### config.mk
export PLATFORM = sky130hd
export DESIGN_NAME = if_fetch_unit
export DESIGN_NICKNAME = d
export VERILOG_FILES = /design/src/rtl/if_fetch_unit.sv
export SDC_FILE = /design/constraint.sdc
export NUM_CORES = 1
export LEC_CHECK = 0
export CORE_UTILIZATION = 44
export DETAILED_ROUTE_END_ITERATION = 6
export PLACE_DENSITY = 0.92
export SYNTH_ARGS = -nofsm -noshare
export SYNTH_HDL_FRONTEND = slang
export SYNTH_SLANG_ARGS = --single-unit
### constraint.sdc
create_clock -name clk -period 3.8 [get_ports clk]
set_input_delay 0.76 -clock clk [delete_from_list [all_inputs] [get_ports clk]]
set_output_delay 0.76 -clock clk [all_outputs]
set_load 0.05 [all_outputs]
### src/rtl/if_fetch_unit.sv
// ============================================================================
//  Module      : if_fetch_unit
//  Description : IF-stage controller: owns the PC, picks branch/jump/sequential
//                next PC and loads the IF/ID register under stall/flush/halt.
//                Optional bubble counter enabled by IF_BUBBLE_COUNT_EN.
//  Revision    : 1.0 - initial release
// ============================================================================
`default_nettype none

module if_fetch_unit #(
  parameter logic [31:0] RESET_PC = 32'h0000_0000
) (
  input  logic        clk,
  input  logic        rst,
  input  logic [31:0] pc_plus4,
  input  logic        br_taken,
  input  logic [31:0] br_target,
  input  logic        jmp,
  input  logic [31:0] jmp_target,
  input  logic        stall,
  input  logic        halt,
  input  logic [31:0] instr,
  output logic [31:0] pc,
  output logic [31:0] if_id_pc,
  output logic [31:0] if_id_pc4,
  output logic [31:0] if_id_instr,
  output logic        if_id_valid,
  output logic        halted,
  output logic [31:0] bubble_cnt
);

  typedef enum logic [1:0] {
    ST_BOOT = 2'd0,
    ST_RUN  = 2'd1,
    ST_HALT = 2'd2
  } state_t;

  localparam logic [31:0] ALIGN_MASK = 32'hFFFF_FFFC;

  state_t      state_q, state_d;
  logic [31:0] pc_q, pc_d;
  logic [31:0] if_id_pc_q, if_id_pc_d;
  logic [31:0] if_id_pc4_q, if_id_pc4_d;
  logic [31:0] if_id_instr_q, if_id_instr_d;
  logic        if_id_valid_q, if_id_valid_d;
  logic        halted_q, halted_d;

  always_comb begin
    state_d       = state_q;
    pc_d          = pc_q;
    if_id_pc_d    = if_id_pc_q;
    if_id_pc4_d   = if_id_pc4_q;
    if_id_instr_d = if_id_instr_q;
    if_id_valid_d = if_id_valid_q;
    halted_d      = halted_q;
    case (state_q)
      ST_BOOT: begin
        state_d = ST_RUN;
      end
      ST_RUN: begin
        // A taken branch wins over everything: the jump, halt and stall seen
        // this cycle all come from wrong-path instructions.
        if (br_taken) begin
          pc_d          = br_target & ALIGN_MASK;
          if_id_valid_d = 1'b0;
          if_id_instr_d = 32'h0;
        end else if (jmp) begin
          pc_d          = jmp_target & ALIGN_MASK;
          if_id_valid_d = 1'b0;
          if_id_instr_d = 32'h0;
        end else if (halt) begin
          state_d       = ST_HALT;
          halted_d      = 1'b1;
          if_id_valid_d = 1'b0;
          if_id_instr_d = 32'h0;
        end else if (!stall) begin
          pc_d          = pc_plus4;
          if_id_pc_d    = pc_q;
          if_id_pc4_d   = pc_plus4;
          if_id_instr_d = instr;
          if_id_valid_d = 1'b1;
        end
      end
      ST_HALT: begin
        if_id_valid_d = 1'b0;
        halted_d      = 1'b1;
      end
      default: begin
        state_d = ST_BOOT;
      end
    endcase
  end

  always_ff @(posedge clk) begin
    if (rst) begin
      state_q       <= ST_BOOT;
      pc_q          <= RESET_PC;
      if_id_pc_q    <= 32'h0;
      if_id_pc4_q   <= 32'h0;
      if_id_instr_q <= 32'h0;
      if_id_valid_q <= 1'b0;
      halted_q      <= 1'b0;
    end else begin
      state_q       <= state_d;
      pc_q          <= pc_d;
      if_id_pc_q    <= if_id_pc_d;
      if_id_pc4_q   <= if_id_pc4_d;
      if_id_instr_q <= if_id_instr_d;
      if_id_valid_q <= if_id_valid_d;
      halted_q      <= halted_d;
    end
  end

  assign pc          = pc_q;
  assign if_id_pc    = if_id_pc_q;
  assign if_id_pc4   = if_id_pc4_q;
  assign if_id_instr = if_id_instr_q;
  assign if_id_valid = if_id_valid_q;
  assign halted      = halted_q;

`ifdef IF_BUBBLE_COUNT_EN
  logic        bubble;
  logic [31:0] bubble_cnt_q, bubble_cnt_d;

  // Any control input in RUN yields either a flush, halt entry or a stall hold.
  assign bubble = (state_q == ST_RUN) && (br_taken || jmp || halt || stall);

  always_comb begin
    bubble_cnt_d = bubble_cnt_q;
    if (bubble && (bubble_cnt_q != 32'hFFFF_FFFF)) begin
      bubble_cnt_d = bubble_cnt_q + 32'd1;
    end
  end

  always_ff @(posedge clk) begin
    if (rst) begin
      bubble_cnt_q <= 32'h0;
    end else begin
      bubble_cnt_q <= bubble_cnt_d;
    end
  end

  assign bubble_cnt = bubble_cnt_q;
`else
  assign bubble_cnt = 32'h0;
`endif

endmodule

`default_nettype wire
* Word-level counts from Yosys, hierarchy flattened
Index checks and enable logic that the tools add are counted.
** Operators by class
- Eq/ne operators :: 9
- Muxes and demuxes :: 21
- Bitwise logic cells :: 5
- Reductions and logical operators :: 8
** Operators with widths (count)
- two-way mux 32 bit :: 8
- AND reduction 4 bit :: 2
- two-way mux 1 bit :: 7
- two-way mux 2 bit :: 3
- != test 2 bit (second input constant) :: 3
- != test 3 bit (second input constant) :: 2
- case mux 2 bit (3 select lines) :: 1
- != test 5 bit (second input constant) :: 1
- NOT 1 bit :: 5
- AND reduction 5 bit :: 1
- != test 4 x 3 -> 1 bit (second input constant) :: 1
- case mux 1 bit (2 select lines) :: 2
- AND reduction 2 bit :: 2
- AND reduction 3 bit :: 1
- equality test 2 x 1 -> 1 bit (second input constant) :: 1
- equality test 2 bit (second input constant) :: 1
- logical NOT 2 bit :: 1
- nonzero test 2 bit :: 1
** Storage, ports and cells
- Register bits :: 132
- Input port bits :: 134
- Output and inout bits :: 162
- Word-level logic and storage cells :: 50

* Logic depth before layout (Yosys ltp)
Gate-level depths: netlist of the first run.
- Depth in word-level cells :: 5
- Gate-level depth with buffers :: 6
- Gate-level depth less buffers :: 3

* Worst setup path after synthesis of the first run
No wires, ideal clock.
- Path kind :: input -> register
- From :: input port jmp
- To :: register if_id_pc4_q[22], in the netlist if_id_pc4[22]
- Setup time :: 132 ps
- Arrival time :: 1902 ps
- Slack :: 1765 ps
- Cell stages on the path :: 6
- Cells stage by stage :: buf_2 -> or4_4 -> buf_6 -> buf_2 -> o21ai_0 -> a21oi_1
** Between the ends
- Word-level cells in the longest chain between the ends :: 2
** Ends and longest elaborated chain
- start: declaration :: RTL line 18 : input logic jmp,
- NOT 1 bit (no line)
- AND reduction 5 bit (no line)
- end signal: assignment :: RTL line 107 : if_id_pc4_q <= if_id_pc4_d;
- end: declaration :: RTL line 43 : logic [31:0] if_id_pc4_q, if_id_pc4_d;
Every way passes these cells.
A chain may end at the register's enable or synchronous reset.

* Worst setup path after layout of the first run
- From :: input port halt
- To :: register if_id_instr_q[24], in the netlist if_id_instr[24]
** Between the ends
- Word-level cells in the longest chain between the ends :: 3
** Ends and longest elaborated chain
- start: declaration :: RTL line 21 : input logic halt,
- two-way mux 32 bit :: RTL line 71 : end else if (halt) begin
- two-way mux 32 bit :: RTL line 67 : end else if (jmp) begin
- two-way mux 32 bit :: RTL line 63 : if (br_taken) begin
- end signal: assignment :: RTL line 108 : if_id_instr_q <= if_id_instr_d;
- end: declaration :: RTL line 44 : logic [31:0] if_id_instr_q, if_id_instr_d;
Parallel ways exist; a longest one is shown, timed or not.

==> results.json, run 1 <==
{
  "die_h_um": 118.1,
  "cts_made_buffers": 17,
  "grt_pass1_vias": 5557,
  "drtAntennaViolNets": 0,
  "relSlewSlack_pct": 19.38,
  "hold_buffers": 0,
  "yosysTopAreaCell": "dfxtp_1",
  "placed_cells": 1016,
  "critical_path_buf_inv_count": 2,
  "globalRoute.totalOverflow": 0,
  "vdd_ir_drop_max_mv": 0.3270,
  "cts_tree": "done",
  "fin_skew_ns": 0.008362,
  "antenna_found_initial": 1,
  "synth_cells": 636,
  "critPathArrivalTime_ns": 2.89,
  "startpoint": "halt",
  "grt_pass1_wl_um": 31660,
  "drt-wirelength-per-cell_um": 20.26,
  "ys_seq_elements": 132,
  "tightest_slew_ns": 1.209,
  "yosysSeqAreaShare_pct": 44.52,
  "clkLatencyLatePin_ns": 0.43,
  "synth_ff_type": "dfxtp_1",
  "place_congestion": 0.9231,
  "cts-resized-gates": 0,
  "start_util_pct": 45.00,
  "nNetsFinal": 993,
  "required_ns": 4.14,
  "status": "completed",
  "worstSetupEndpointType": "register",
  "finalCriticalPeriod_ns": 2.549,
  "htree_levels": 4,
  "port_buffers": 259,
  "num_io_pins": 296,
  "drtIter0Drc": 552,
  "die_width_um": 118.1,
  "hold_path.class": "register to register",
  "die_area_mm2": 0.01396,
  "slew_viol_final": 0,
  "setup_viol": 0,
  "cp_max_fo": 39,
  "r2r_slack_ns": 1.50,
  "power.density_mw_per_mm2": 417.4,
  "async_flop_share_pct": 0,
  "hpwl_um": 14240,
  "clock.fmax_ghz": 0.3923,
  "post_cts_buffers": 0,
  "reg2reg_from": "state_q[0]",
  "dr_total_vias": 5901,
  "syn_to_final_growth_pct": 51.81,
  "synth-edff-count": 0,
  "core_mm2": 0.01319,
  "rsz0062_at_grt": "false",
  "crit_family": "buffers and inverters",
  "drive_gt1_share_pct": 13.07,
  "drv_cap": 0,
  "wl_um": 21260,
  "vias_per_cell": 5.625,
  "synth.area.top_cells": "dfxtp_1 (45%), mux2_2 (5.7%), a21oi_1 (5.4%), nand3_1 (5.2%), mux2i_1 (5.1%)",
  "drc": 0,
  "synth_top_area_share_pct": 44.52,
  "hold_viol": 0,
  "cts-root-buf": "clkbuf_16",
  "yosysWarnings": 0,
  "path_cells": "clkdlybuf4s50_1 > nor4_2 > buf_4 > nand3_1 > a21oi_1",
  "min_from": "halted",
  "track_usage_pct": 29.91,
  "rows": 42,
  "first_pass_iters": 5,
  "clockBufferDepth": 2,
  "post-route-period-util_pct": 67.08,
  "synth_area_mm2": 0.005936,
  "crit_slowest_cell": "nor4_2",
  "clkTransAtPathRegs_ns": 0.06,
  "tns_ns": 0,
  "ys_types": 34,
  "p_leak_nw": 3.140,
  "grt_max_degree": 98,
  "fillers": 1021,
  "crit_type": "input port to register",
  "max_stage_delay_ns": 0.71,
  "start_kind": "input port",
  "fin_cells": 1049,
  "clkSinkCount": 132,
  "syn_area_per_cell_um2": 9.333
}
## cell usage after synthesis, types with 2 or more instances
cell / count
dfxtp_1: 132
a21oi_1: 64
nand3_1: 62
o21ai_0: 58
clkbuf_1: 34
nand2b_1: 34
buf_4: 32
o22ai_1: 31
mux2_2: 30
mux2i_1: 30
a31o_1: 29
nor3_2: 29
buf_2: 17
o21ai_1: 8
buf_1: 7
buf_6: 5
nor3_1: 5
nand2_1: 4
nor2_1: 4
a31o_2: 3
inv_1: 3
clkbuf_2: 2
nand4_1: 2
## sequential cells by signal, summed over array words and instances, names as in the netlist
register	count
halted	1
if_id_instr	32
if_id_pc	32
if_id_pc4	32
if_id_valid	1
pc	32
state_q	2
## layer usage
layer  GRT usage (%)  vias to the layer above  share of wire, %
met5               0                        -                 0
met4           14.74                        0               3.5
met3           7.191                       59               7.3
met2           47.02                      313                47
met1           38.30                     2843                42
li1                -                     2686                 -
## worst register-to-register path, cell delays in order (launching register included)
cell and delay (ns):
dfxtp_1 0.44, nor2b_4 0.51, buf_4 0.54, nand2_1 0.14
buf_4 0.28, a31o_2 0.29
## path summary, 6_finish.rpt
path                                        end  cells after the start
worst min-delay path                     halted                      2
worst max-delay path            if_id_instr[24]                      5
worst max register to register     if_id_pc[13]                      5
worst min register to register           halted                      2
## final cells by class
cell class | instances | area (µm²) | area share, %
Clock inverter | 13 | 148.9 | 1.652
Tap cell | 176 | 220.2 | 2.444
Multi-Input combinational cell | 435 | 2883 | 31.99
Clock buffer | 19 | 442.9 | 4.915
Timing Repair Buffer | 270 | 2660 | 29.52
Inverter | 3 | 11.26 | 0.1250
Sequential cell | 132 | 2643 | 29.33
Antenna cell | 1 | 2.502 | 0.02777
## power breakdown
| group | leakage, nW | switching, mW | total, mW | internal, mW |
|---|---|---|---|---|
| Combinational | 1.80 | 0.423 | 0.676 | 0.253 |
| Sequential | 1.07 | 0.0218 | 1.44 | 1.42 |
| Clock | 0.269 | 0.653 | 1.64 | 0.991 |
## metrics by stage
step	utilization [%]	hold slack (ns)	worst slack, ns	cell area [µm²]	total power [mW]
4_1_cts	68.30	0.4479	1.276	9009	3.770
3_5_place_dp	63.81	0.4402	0.8669	8417	2.138
3_3_place_gp	63.81	0.4363	0.8813	8417	2.130
6_report	68.32	0.4458	1.251	9011	3.762
5_1_grt	68.32	0.4782	1.077	9011	3.877
2_1_floorplan	-	0.5255	1.765	6052	1.884
## kinds of logic after synthesis
kind of cell | share of synthesized area, %
DFF | 44.52
and+or+nand+nor | 15.60
buffers and inverters | 9.380
muxes | 10.75
other | 0.06318
AOI/OAI and AO/OA | 19.69
## cell usage in the layout, fill, tap and decap left out, drive strengths merged, types with 2 or more instances in the layout
cell type      netlist  final
dfxtp              132    132
bufinv               0      2
clkdlybuf4s50        0    256
a21oi               64     64
nand3               62     62
o21ai               66     66
clkinvlp             0      6
nor3                34     34
clkbuf              36     19
buf                 61     14
nand4                2      2
a31o                32     32
conb                 1     32
inv                  3      7
o22ai               31     31
mux2i               30     30
nand2b              34     34
nor2                 4      4
mux2                30     30
nand2                4      4
No activity file was read; power rests on OpenSTA's default activity.
==> run 2: changes to the inputs <==
--- a/config.mk
+++ b/config.mk
@@ -5,9 +5,9 @@
 export SDC_FILE = /design/constraint.sdc
 export NUM_CORES = 1
 export LEC_CHECK = 0
-export CORE_UTILIZATION = 44
+export CORE_UTILIZATION = 37
 export DETAILED_ROUTE_END_ITERATION = 6
-export PLACE_DENSITY = 0.92
+export PLACE_DENSITY = 0.83
 export SYNTH_ARGS = -nofsm -noshare
 export SYNTH_HDL_FRONTEND = slang
 export SYNTH_SLANG_ARGS = --single-unit
==> constraint.sdc (replaced) <==
create_clock -name clk -period 2.2 [get_ports clk]
set_input_delay 0.44 -clock clk [delete_from_list [all_inputs] [get_ports clk]]
set_output_delay 0.44 -clock clk [all_outputs]
set_load 0.05 [all_outputs]
==> run 2 against run 1 <==
  * Sequential share of layout area down 0.74 points
  * Total power up 70%
  * Via count down 2.2%
  * Largest cell class unchanged
==> results.json, run 2 (same netlist as run 1, synthesis figures left out) <==
{
  "finish.instance_area_mm2": 0.009245,
  "p_leak_nw": 3.258,
  "crit_slowest_cell": "clkdlybuf4s50_1",
  "die_width_um": 128.7,
  "place_congestion": 0.9189,
  "clkSinkCount": 132,
  "track_usage_pct": 25.60,
  "place_area_mm2": 0.008673,
  "drtAntennaViolNets": 0,
  "r2r-end": "if_id_instr[19]",
  "final_cell_mix": "clkdlybuf4s50_1 (256), dfxtp_1 (132), a21oi_1 (64)",
  "required_ns": 1.76,
  "antenna_found_initial": 1,
  "cp_max_fo": 4,
  "finalCriticalPeriod_ns": 2.085,
  "hold_path.class": "register to register",
  "dr_total_vias": 5771,
  "hpwl_um": 15000,
  "r2r_cells": 4,
  "hold_depth": 2,
  "drive_gt1_share_pct": 14.66,
  "critical_path_buf_inv_count": 1,
  "seq_area_mm2": 0.002643,
  "tightest_slew_ns": 0.5744,
  "clockBufferDepth": 2,
  "power.density_mw_per_mm2": 693.6,
  "max_stage_delay_ns": 0.85,
  "crit_type": "register to output port",
  "tns_ns": 0,
  "first_pass_iters": 5,
  "fillers": 1359,
  "vdd_ir_drop_max_mv": 0.5083,
  "drc": 0,
  "multi_input_area_mm2": 0.002883,
  "cts-resized-gates": 0,
  "wl_um": 21290,
  "grt_max_degree": 98,
  "cts_made_buffers": 17,
  "die_h_um": 128.7,
  "fin_skew_ns": 0.008475,
  "nNetsFinal": 1008,
  "num_io_pins": 296,
  "vias_per_cell": 5.251,
  "worstSetupEndpointType": "output port",
  "cts-root-buf": "clkbuf_16",
  "place_ws_ns": 0.1041,
  "min_from": "halted",
  "crit_family": "buffers and inverters",
  "globalRoute.totalOverflow": 0,
  "drtIter0Drc": 434,
  "final.setup.worst_slack_ns": 0.1145,
  "final_common_cell": "clkdlybuf4s50_1",
  "die_area_mm2": 0.01655,
  "r2r_slack_ns": 0.55,
  "syn_to_final_growth_pct": 55.75,
  "drt-wirelength-per-cell_um": 19.38,
  "post-route-period-util_pct": 94.80,
  "post_cts_buffers": 0,
  "min_to": "halted",
  "setup_viol": 0,
  "hold_viol": 0,
  "start_util_pct": 38.48,
  "grt_pass1_vias": 5502,
  "critPathArrivalTime_ns": 1.65,
  "clkLatencyLatePin_ns": 0.41,
  "startpoint": "if_id_valid",
  "grt_pass1_wl_um": 31570,
  "clkTransAtPathRegs_ns": 0.06,
  "drv_cap": 0,
  "start_kind": "register",
  "status": "completed",
  "rows": 45,
  "placed_cells": 1066,
  "fin_cells": 1099,
  "cts_tree": "done",
  "p_total_mw": 6.412,
  "reg2reg_from": "state_q[1]",
  "port_buffers": 259,
  "clock.fmax_ghz": 0.4795,
  "slew_viol_final": 0,
  "relSlewSlack_pct": 61.59,
  "htree_levels": 4,
  "path_cells": "clkdlybuf4s50_1",
  "rsz0062_at_grt": "false",
  "core_mm2": 0.01543,
  "hold_buffers": 0
}
-- run 2: cell count changes in the layout (fill, tap and decap cells not counted) --
cell / previous run / this run
buf_12: 0 / 8
buf_4: 11 / 18
bufinv_16: 2 / 1
clkbuf_1: 1 / 0
clkinv_2: 0 / 3
clkinv_4: 1 / 6
clkinvlp_4: 6 / 2
inv_6: 4 / 2
-- run 2: per-stage QoR --
step | hold WS [ns] | util, %
after detailed placement | 0.4380 | 56.22
after global routing | 0.4695 | 59.93
after CTS | 0.4453 | 59.91
after floorplan | 0.5255 | -
after global placement | 0.4398 | 56.22
final | 0.4452 | 59.93
-- run 2: how the worst max path moves through the flow --
| stage | end | depth (start not counted) |
|---|---|---|
| floorplan | if_id_pc4[22] | 6 |
| global placement | if_id_pc4[26] | 5 |
| detailed placement | if_id_pc4[27] | 5 |
| CTS | if_id_valid | 1 |
| global route | if_id_valid | 1 |
| finish | if_id_valid | 1 |
-- run 2: routing by layer --
layer	wire length, µm	global-route usage [%]	vias to the layer above	share of wire, %
li1	-	-	2716	-
met1	9470	34.39	2786	44
met2	10080	40.06	225	47
met3	1109	5.156	44	5.2
met4	636	10.59	0	3.0
met5	0	0	-	0
-- run 2: final cells by class --
type                            instances  share of cell area [%]
Antenna cell                            1                 0.02707
Clock buffer                           18                   4.750
Sequential cell                       132                   28.58
Multi-Input combinational cell        435                   31.18
Tap cell                              211                   2.856
Timing Repair Buffer                  285                   31.07
Inverter                                3                  0.1218
Clock inverter                         14                   1.407
-- run 2: where the power goes --
group	switching, mW	internal, mW	total, mW
clock network	1.12	1.59	2.72
logic	0.731	0.474	1.21
registers	0.0359	2.45	2.49
total	1.89	4.52	6.41
